==> src/rtl/ctrl_pkg.sv <==
// Shared types and instruction field constants for the ctrl_seq
// fetch/execute sequencer and its decoder.
package ctrl_pkg;

    typedef enum logic [1:0] {
        FETCH = 2'd0,
        EXEC  = 2'd1,
        HALT  = 2'd2
    } state_t;

    localparam int SRC_LO  = 6;
    localparam int DEST_LO = 4;
    localparam int COND_LO = 2;
    localparam int OP_LO   = 0;

    localparam logic [1:0] SRC_IMM  = 2'd0;
    localparam logic [1:0] SRC_ADD  = 2'd1;
    localparam logic [1:0] SRC_SUB  = 2'd2;
    localparam logic [1:0] SRC_RSVD = 2'd3;

    localparam logic [1:0] DEST_A   = 2'd0;
    localparam logic [1:0] DEST_B   = 2'd1;
    localparam logic [1:0] DEST_OUT = 2'd2;
    localparam logic [1:0] DEST_PC  = 2'd3;

    localparam logic [1:0] COND_ALWAYS = 2'd0;
    localparam logic [1:0] COND_ZERO   = 2'd1;
    localparam logic [1:0] COND_CARRY  = 2'd2;
    localparam logic [1:0] COND_NCARRY = 2'd3;

    localparam logic [1:0] OP_HALT = 2'b11;

    function automatic logic [1:0] field(input logic [7:0] ir, input int lo);
        return ir[lo +: 2];
    endfunction

endpackage

==> src/rtl/ctrl_decode.sv <==
// Combinational instruction decoder: condition evaluation plus all
// bus-enable and load strobes for the current sequencer state.
import ctrl_pkg::*;

module ctrl_decode #(
    parameter int DATA_W = 8
) (
    input  logic [DATA_W-1:0] ir,
    input  state_t            state,
    input  logic              aIsZero,
    input  logic              flagCarry,
    output logic              take,
    output logic              romBarE,
    output logic              assertBarE,
    output logic              doSubtract,
    output logic              loadA,
    output logic              loadB,
    output logic              loadOut,
    output logic              pc_sel,
    output logic              pc_inc
);

    logic [1:0] src;
    logic [1:0] dest;
    logic [1:0] cond;
    logic [1:0] op;
    logic       exec;
    logic       act;

    assign src  = field(ir[7:0], SRC_LO);
    assign dest = field(ir[7:0], DEST_LO);
    assign cond = field(ir[7:0], COND_LO);
    assign op   = field(ir[7:0], OP_LO);
    assign exec = (state == EXEC) && (op != OP_HALT);

    always_comb begin
        take = 1'b0;
        unique case (cond)
            COND_ALWAYS: take = 1'b1;
            COND_ZERO:   take = aIsZero;
            COND_CARRY:  take = flagCarry;
            COND_NCARRY: take = !flagCarry;
            default:     take = 1'b0;
        endcase
    end

    // Immediates always consume their byte, even when not taken.
    always_comb begin
        romBarE    = 1'b1;
        assertBarE = 1'b1;
        doSubtract = 1'b0;
        pc_inc     = 1'b0;
        act        = 1'b0;
        if (exec) begin
            unique case (src)
                SRC_IMM: begin
                    pc_inc  = 1'b1;
                    romBarE = !take;
                    act     = take;
                end
                SRC_ADD, SRC_SUB: begin
                    assertBarE = !take;
                    doSubtract = take && (src == SRC_SUB);
                    act        = take;
                end
                default: act = 1'b0;
            endcase
        end
    end

    assign loadA   = act && (dest == DEST_A);
    assign loadB   = act && (dest == DEST_B);
    assign loadOut = act && (dest == DEST_OUT);
    assign pc_sel  = exec && (src != SRC_RSVD) && (dest == DEST_PC);

endmodule

==> src/rtl/ctrl_seq.sv <==
// Fetch/execute control sequencer: owns pc, ir and the FSM state.
// Optional CTRL_SEQ_SINGLE_STEP_EN adds a 'step' input gating FETCH.
import ctrl_pkg::*;

module ctrl_seq #(
    parameter int                DATA_W   = 8,
    parameter logic [DATA_W-1:0] RESET_PC = '0
) (
    input  logic              clk,
    input  logic              reset,
`ifdef CTRL_SEQ_SINGLE_STEP_EN
    input  logic              step,
`endif
    output logic [DATA_W-1:0] rom_addr,
    input  logic [DATA_W-1:0] rom_data,
    input  logic [DATA_W-1:0] dbus,
    input  logic              aIsZero,
    input  logic              flagCarry,
    output logic              romBarE,
    output logic              assertBarE,
    output logic              doSubtract,
    output logic              loadA,
    output logic              loadB,
    output logic              loadOut,
    output logic              halted
);

    state_t            state;
    state_t            state_nx;
    logic [DATA_W-1:0] pc;
    logic [DATA_W-1:0] pc_nx;
    logic [DATA_W-1:0] ir;
    logic [DATA_W-1:0] ir_nx;
    logic              take;
    logic              pc_sel;
    logic              pc_inc;
    logic              advance;

`ifdef CTRL_SEQ_SINGLE_STEP_EN
    assign advance = step;
`else
    assign advance = 1'b1;
`endif

    ctrl_decode #(.DATA_W(DATA_W)) u_decode (
        .ir         (ir),
        .state      (state),
        .aIsZero    (aIsZero),
        .flagCarry  (flagCarry),
        .take       (take),
        .romBarE    (romBarE),
        .assertBarE (assertBarE),
        .doSubtract (doSubtract),
        .loadA      (loadA),
        .loadB      (loadB),
        .loadOut    (loadOut),
        .pc_sel     (pc_sel),
        .pc_inc     (pc_inc)
    );

    always_ff @(posedge clk) begin
        if (!reset) begin
            state <= FETCH;
            pc    <= RESET_PC;
            ir    <= '0;
        end else begin
            state <= state_nx;
            pc    <= pc_nx;
            ir    <= ir_nx;
        end
    end

    always_comb begin
        state_nx = state;
        pc_nx    = pc;
        ir_nx    = ir;
        unique case (state)
            FETCH: begin
                if (advance) begin
                    ir_nx    = rom_data;
                    pc_nx    = pc + 1'b1;
                    state_nx = (field(rom_data[7:0], OP_LO) == OP_HALT)
                             ? HALT : EXEC;
                end
            end
            EXEC: begin
                state_nx = FETCH;
                // A taken PC load wins over the immediate increment.
                if (pc_sel && take)
                    pc_nx = dbus;
                else if (pc_inc)
                    pc_nx = pc + 1'b1;
            end
            HALT:    state_nx = HALT;
            default: state_nx = FETCH;
        endcase
    end

    assign rom_addr = pc;
    assign halted   = (state == HALT);

endmodule

==> config.mk <==
export PLATFORM = sky130hd
export DESIGN_NAME = ctrl_seq
export DESIGN_NICKNAME = d
export VERILOG_FILES = /design/src/rtl/ctrl_pkg.sv /design/src/rtl/ctrl_decode.sv /design/src/rtl/ctrl_seq.sv
export SDC_FILE = /design/constraint.sdc
export NUM_CORES = 1
export LEC_CHECK = 0
export CAP_MARGIN = 10
export CORE_MARGIN = 4
export CORE_UTILIZATION = 44
export CTS_BUF_LIST = sky130_fd_sc_hd__clkbuf_16
export DETAILED_ROUTE_END_ITERATION = 7
export GPL_TIMING_DRIVEN = 0
export PLACE_DENSITY = 0.78
export SLEW_MARGIN = 30
export SYNTH_ARGS = -nofsm -noshare
export SYNTH_HDL_FRONTEND = slang
export SYNTH_SLANG_ARGS = --single-unit
export TNS_END_PERCENT = 50
==> constraint.sdc <==
create_clock -name clk -period 2.2 [get_ports clk]
set_input_delay 0.44 -clock clk [delete_from_list [all_inputs] [get_ports clk]]
set_output_delay 0.44 -clock clk [all_outputs]
set_load 0.005 [all_outputs]
Word level (Yosys, flattened, before mapping)
Index checks and enable logic that the tools add are counted.

storage, ports and cells
  register bits = 18
  bits of input ports = 20
  word-level logic and storage cells = 52

operators by class
  $add $sub $neg = 1
  eq/ne operators = 14
  mux-type cells = 16
  reductions and logical operators = 18

operators with widths
  operator               count
  $mux W8                2
  $pmux W8 S2            1
  $eq A2 B2 Y1 const B   7
  $mux W1                10
  $add A8 B1 Y8 const B  1
  $eq A2 B1 Y1 const B   4
  $logic_and A1 B1 Y1    8
  $logic_not A2 Y1       4
  $ne A2 B2 Y1 const B   2
  $pmux W1 S4            1
  $pmux W2 S2            1
  $ne A3 B3 Y1 const B   1
  $reduce_or A3 Y1       1
  $logic_not A1 Y1       2
  $mux W2                1
  $reduce_and A2 Y1      1
  $reduce_bool A2 Y1     1
  $reduce_or A2 Y1       1

Logic depth before layout (Yosys ltp)
Gate-level depths: netlist of the first run.

  depth after elaboration = 7
  mapped depth = 6

By module
A second synthesis of the first run with hierarchy kept.

second synthesis, totals
  cell total of the unflattened synthesis = 126
  area total of the unflattened synthesis = 1,024.7 um^2

modules (own cells, without submodules)
  module       times used  cells an instance  area an instance (um^2)  sequential area each (um^2)
  ctrl_seq     1           105                865.8                    360.3
  ctrl_decode  1           21                 158.9                    0.0

Least setup slack after synthesis of the first run
OpenSTA, ideal clock, no wires.

  kind = input-to-output
  start = input port aIsZero
  end = output port doSubtract
  arrival time = 1.431 ns
  required time = 1.760 ns
  slack = 0.329 ns
  stages on the path = 4
  cells stage by stage = and2b_1 > o311ai_2 > nor2_1 > and3_1

between the ends
  cells in the longest elaborated chain, start to end = 4

RTL lines
  element              line               text
  start: declaration   ctrl_seq.sv:17     input logic aIsZero,
  $pmux W1 S4          ctrl_decode.sv:38  unique case (cond)
  $logic_and A1 B1 Y1  ctrl_decode.sv:63  doSubtract = take && (src == SRC_SUB);
  $mux W1              ctrl_decode.sv:55  unique case (src)
  $mux W1              ctrl_decode.sv:54  if (exec) begin
  end: declaration     ctrl_seq.sv:21     output logic doSubtract,

No other way between the ends.

Final worst setup path of the first run
Ends and elaborated chain as after synthesis.

==> results of run 1 <==
-- power breakdown --
group | switching, W | leakage [nW] | internal, W | total (W)
Clock | 0.000121 | 0.0385 | 0.000242 | 0.000363
Sequential | 0.0000313 | 0.148 | 0.000353 | 0.000384
Combinational | 0.0000976 | 0.378 | 0.000119 | 0.000217
-- cells in the mapped netlist (2+ instances only) --
| cell | n |
|---|---|
| nor2b_1 | 2 |
| a21oi_1 | 13 |
| a211oi_1 | 2 |
| nor3_1 | 4 |
| a311oi_2 | 3 |
| o31ai_1 | 4 |
| ha_1 | 4 |
| inv_1 | 8 |
| nand3_1 | 3 |
| o21ai_0 | 2 |
| nor2_1 | 3 |
| dfxtp_1 | 18 |
| nor4bb_1 | 2 |
| xnor2_1 | 3 |
| and3_1 | 2 |
| nand2_1 | 22 |
| a211oi_2 | 2 |
| buf_6 | 2 |
-- worst paths after layout --
kind                 from  cells past startpoint          end  slack, ns
setup / recovery  aIsZero                      7   doSubtract       0.13
setup reg to reg    ir[6]                      6  rom_addr[7]       0.20
hold reg to reg     ir[6]                      2        ir[6]       0.47
hold / removal      ir[6]                      2        ir[6]       0.47
-- what timing repair did --
action | 4_1_cts | 5_1_grt
pin swaps | 5 | 1
setup buffers | 2 | 0
endpoints found under the setup margin | 6 | 6
gates resized for setup | 38 | 2
-- area by class of cell --
type	instances	area [µm²]	share of cell area [%]
buffer	4	31.3	2.03
clock buffer	3	75.1	4.87
clock inverter	1	3.75	0.244
inverter	8	30.0	1.95
multi-input combinational	88	668	43.4
sequential	18	360	23.4
tap	28	35.0	2.27
timing repair buffer	36	337	21.9
-- sequential cells by signal, indices dropped and copies added, names as in the netlist --
register	count
ir	8
rom_addr	8
state	2
-- kinds of logic after synthesis --
logic type	count (synthesis)
AO/OA/AOI/OAI	33
AND/OR/NAND/NOR	46
multiplexers	1
flip-flops	18
adder cells (fa/ha/maj)	4
buffers and inverters	12
XOR/XNOR	4
-- routing by layer --
layer	global-route usage, %	routed length, µm	part of all wire (%)	vias to the layer above
met1	19.5	1160	43	487
met3	3.48	140	5.2	5
met4	6.78	46	1.7	0
met2	34.2	1370	50	31
met5	0	0	0	-
li1	-	-	-	507
-- worst register-to-register path: cells and delay by family, from the launching register on --
kind	cells	cell delay (ns)
compound gates	3	0.86
fa+ha+maj	1	0.18
buf+inv	1	0.08
flops	1	0.32
simple gates	1	0.49
-- placed cells by master, fill, tap and decap left out, types with 2 or more instances in the layout --
| cell type | synthesis | routed |
|---|---|---|
| nor2_1 | 3 | 2 |
| xnor2_1 | 3 | 3 |
| a211oi_2 | 2 | 2 |
| a21oi_1 | 13 | 13 |
| clkbuf_16 | 0 | 3 |
| a311oi_2 | 3 | 3 |
| inv_1 | 8 | 8 |
| nor2b_2 | 0 | 2 |
| a211oi_1 | 2 | 2 |
| buf_6 | 2 | 4 |
| buf_2 | 1 | 6 |
| nor4bb_4 | 0 | 2 |
| nand3_1 | 3 | 3 |
| nor3_1 | 4 | 4 |
| o31ai_1 | 4 | 4 |
| dfxtp_1 | 18 | 18 |
| ha_1 | 4 | 4 |
| clkdlybuf4s50_1 | 0 | 26 |
| nand2_1 | 22 | 22 |
| o21ai_0 | 2 | 2 |
-- metrics by stage --
stage / TNS (ns) / power [W] / cells / setup WS [ns] / hold slack, ns
final: 0 / 0.000963 / 186 / 0.127 / 0.474
after floorplan: 0 / 0.000486 / 118 / 0.329 / 0.448
after global routing: 0 / 0.00100 / 186 / 0.0393 / 0.501
after CTS: 0 / 0.000966 / 186 / 0.00177 / 0.477
after detailed placement: -5.41 / 0.000585 / 180 / -0.842 / 0.470
after global placement: -4.79 / 0.000577 / 180 / -0.809 / 0.461
==> results.md, run 1 <==
- Outcome: finished clean
- Starting Density: 46.0%
- Slew @ Worst Pin: 0.605 ns
- Post-synth top area cell: dfxtp_1
- Slowest-stage cell, CP: o311ai_4
- Post-Syn Instances: 118
- Synth Area in Adders: 4.92%
- Clock Root Buffer: clkbuf_16
- Area fraction in compound gates after synthesis: 25.3%
- Final min period: 2.07 ns
- Layout area overhead: 51.4%
- Final hold vios: 0
- Post-synth top area share: 35.4%
- Slew headroom: 59.5%
- Most frequent CP cell: buf_6
- CP peak stage delay: 0.34 ns
- Initial DRC count: 5
- Clock latency at the later pin of the worst-skew pair: 0.25 ns
- Prevailing post-synth register cell: dfxtp_1
- Simple-gate portion of the synthesized area: 23.9%
- Drt total wl: 2710 µm
- Post-synthesis sequential area ratio: 35.4%
- Worst Setup End Kind: primary output
- # setup viols final: 0
- Worst-path clk slew: 0.05 ns
- Pins over their slew limit: 0
- Critical path data required time: 1.76 ns
- Post-synthesis mux area share: 0.984%
- Largest family of logic cells by synthesized area: compound AO/OA/AOI/OAI gates
- Die Wd: 56.1 µm
- Vias in the first global route: 1070
- Gr usage total: 18.1%
- Share of layout cells above drive strength 1: 19.6%
- Worst Path Class, Setup: in -> out
- IO buf count: 34
- CP arrival: 1.63 ns
- Unrepaired setup endpoints after global routing: no
- Crit path cell chain: dlygate4sd2_1 > and2b_1 > o311ai_4 > nor2_4 > buf_6 > and3_4 > buf_6
- Syn_nets: 142
- Maxcap violations: 0
- Final setup skew: 0.00326 ns
- H-Tree Depth: 1
- Power Dens Cells: 626 nW/µm²
- Routed length per instance: 14.6 µm
- # IOs: 35
- Drt pass-1 iters: 4
- Worst Path Max Fanout: 4
- Netlist Area Pre-Place: 1020 µm²
- Post-layout nets: 183
- Post-DP Area: 1390 µm²
- Post-route cell area: 1540 µm²
- Post-route clock period utilization: 94.2%
- Synth area leaders: dfxtp_1, nand2_1, a21oi_1
- Initial antenna violation count: 0
- DRC: 0
- Clk buf depth: 2
- TritonCTS buffer count: 3
- LEAKAGE: 0.564 nW
- Avg Inst Size Synth: 8.62 µm²
- Post-synth EDFFs: 0
- Clk sinks: 18
- Tightest Hold Check Type: reg -> reg
- Fill cells: 190
- Fin util: 69.6%
- Core area: 2210 µm²
- Routed via count: 1030
- Synth cell types: 37
- Final RePlAce weighted congestion: 0.809
- First-pass GRT wire length: 4580 µm
- Remaining antenna violation count: 0
- Delay-heaviest family, CP: buffers and inverters
- CTS tree: yes
- Cts hold-fix bufs: 0
- Buf/Inv on CP: 3
- Fmax: 482 MHz
- Post-DP HPWL: 1960 µm
- Synth Area in XOR/XNOR: 3.44%
- DR vias/cell: 5.54
- Num rows: 17
- Ys Warns: 0
- Grt ovf: 0
- Die H: 56.1 µm
- Post-synthesis register bit count: 18
- # diodes: 0
- Crit path launch type: input pin
- Pin count of the biggest net entering global routing: 11
- Ys async rst share: 0%
- Max VDD drop: 0.401 mV
- Die Area: 3140 µm²
Note: power is estimated with default switching activity, not from simulation.
==> run 2: changes to the inputs <==
Settings changed: MAX_ROUTING_LAYER from default to met4.
Clock period 2.2 ns to 2.25 ns, I/O delays scaled along.
==> run 2 against run 1 <==
Register-to-register slack improved by 0.04 ns. Combinational power fell by 3%. Critical path depth did not move. Design area fell by 0.16%. Worst hold slack barely moved. Highest routed layer unchanged.
==> results.md, run 2 (synthesis gave the netlist of run 1 again) <==
- Outcome: finished clean
- Most frequent CP cell: buf_6
- Power Dens Cells: 612 nW/µm² (-2.1%)
- DRC: 0 (unchanged)
- H-Tree Depth: 1 (unchanged)
- Final min period: 2.09 ns
- Slowest-stage cell, CP: o311ai_4
- Routed length per instance: 14.6 µm (about the same)
- Delay-heaviest family, CP: buffers and inverters
- Worst Path Class, Setup: in -> out
- Final setup skew: 0.00313 ns (-0.000124 ns)
- Die Area: 3140 µm² (unchanged)
- Post-layout nets: 183 (unchanged)
- Worst Setup End Kind: primary output
- Grt ovf: 0 (unchanged)
- Gr usage total: 18.6% (+0.50 points)
- CP arrival: 1.64 ns (about the same)
- Unrepaired setup endpoints after global routing: no
- Critical path data required time: 1.80 ns (+0.04 ns)
- Initial antenna violation count: 0 (unchanged)
- Clk sinks: 18 (unchanged)
- Slew @ Worst Pin: 0.605 ns (-0.000000417 ns)
- Crit path cell chain: dlygate4sd2_1 > and2b_1 > o311ai_4 > nor2_4 > buf_6 > and3_4 > buf_6
- Die Wd: 56.1 µm (unchanged)
- Fin util: 69.5% (-0.11 points)
- Die H: 56.1 µm (unchanged)
- Worst Path Max Fanout: 4 (unchanged)
- Max VDD drop: 0.392 mV (-2.3%)
- Routed via count: 1037 (+0.68%)
- Layout area overhead: 51.2%
- Levels on crit path: 7 (unchanged)
- Core area: 2210 µm² (unchanged)
- Vias in the first global route: 1071 (+0.093%)
- Clock latency at the later pin of the worst-skew pair: 0.25 ns (about the same)
- Worst-path clk slew: 0.05 ns (about the same)
- Remaining antenna violation count: 0 (unchanged)
- Maxcap violations: 0 (unchanged)
- TritonCTS buffer count: 3 (unchanged)
- Final RePlAce weighted congestion: 0.821 (+1.5%)
- CP peak stage delay: 0.34 ns (about the same)
- Post-route clock period utilization: 93.0%
- Hold path depth: 2 (unchanged)
- Final hold vios: 0 (unchanged)
- Pre-CTS WS: -0.812 ns (+0.0300 ns)
- First-pass GRT wire length: 4580 µm (unchanged)
- DR vias/cell: 5.58 (+0.68%)
- # diodes: 0 (unchanged)
- Slew headroom: 59.5% (unchanged)
- Worst setup margin: 0.157 ns (+0.0302 ns)
- Clock Root Buffer: clkbuf_16
- IO buf count: 34 (unchanged)
- Commonest non-fill, non-tap cell in the layout: clkdlybuf4s50_1
- Drt pass-1 iters: 4 (unchanged)
- Setup TNS: 0 ns (unchanged)
- Num rows: 17 (unchanged)
- Clk buf depth: 2 (unchanged)
- Pins over their slew limit: 0 (unchanged)
- Fill cells: 191 (+0.53%)
- Initial DRC count: 7 (+2)
- Pin count of the biggest net entering global routing: 11 (unchanged)
- Starting Density: 46.0% (unchanged)
- LEAKAGE: 0.564 nW (about the same)
- Reg2reg path depth: 6 (unchanged)
- Share of layout cells above drive strength 1: 19.0% (-0.63 points)
- # setup viols final: 0 (unchanged)
- Crit path launch type: input pin
- # IOs: 35 (unchanged)
- Post-DP HPWL: 1960 µm (unchanged)
- Fmax: 478 MHz
- Buf/Inv on CP: 3 (unchanged)
- CTS tree: yes
- Most frequent cells in the layout: clkdlybuf4s50_1, nand2_1, dfxtp_1
- Drt total wl: 2710 µm (about the same)
- Tightest Hold Check Type: reg -> reg
## run 2: cell counts in the layout (fill, tap and decap cells not counted)
No cell type changed its count.
## run 2: where the power goes
group          internal [W]  switching [W]
Sequential         0.000345      0.0000304
Clock              0.000236       0.000119
Combinational      0.000116      0.0000955
Total              0.000697       0.000245
## run 2: repair_timing
| action | 4_1_cts | 5_1_grt |
|---|---|---|
| resized for setup | 38 | 1 |
| pin swaps | 5 | 1 |
| buffers inserted | 2 | 0 |
| hold buffers | 0 | 0 |
| setup endpoints to repair | 6 | 4 |
| gates cloned | 0 | 0 |
## run 2: final cells by class
class / instances / area (µm²) / area share (%)
Buffer: 4 / 31.3 / 2.03
Timing Repair Buffer: 36 / 337 / 21.9
Multi-Input combinational cell: 88 / 666 / 43.3
Inverter: 8 / 30.0 / 1.95
Tap cell: 28 / 35.0 / 2.28
Clock buffer: 3 / 75.1 / 4.88
Clock inverter: 1 / 3.75 / 0.244
Sequential cell: 18 / 360 / 23.4
## run 2: final timing paths
path	start	end	slack [ns]
worst max register to register	ir[6]	rom_addr[7]	0.24
worst max-delay path	aIsZero	doSubtract	0.16
worst min register to register	ir[6]	ir[6]	0.47
worst min-delay path	ir[6]	ir[6]	0.47
## run 2: metal layers
metal	vias up	track usage, %	routed length (µm)	share of wire, %
met5	-	-	0	0
met4	0	6.78	46	1.7
met3	5	3.48	141	5.2
met2	31	34.2	1370	51
met1	494	19.5	1150	43
li1	507	-	-	-
## run 2: per-stage QoR
step / total power [W] / hold WS, ns / instances / area (µm²)
after floorplan: 0.000475 / 0.448 / 118 / 1020
after global placement: 0.000564 / 0.461 / 180 / 1390
after detailed placement: 0.000572 / 0.470 / 180 / 1390
after CTS: 0.000944 / 0.477 / 186 / 1540
after global routing: 0.000980 / 0.501 / 186 / 1540
final: 0.000942 / 0.474 / 186 / 1540
## run 2: worst min-delay path, stage by stage, from the launching register on
cell and delay [ns]:
dfxtp_1 0.32, nand2_1 0.06, a21oi_1 0.05
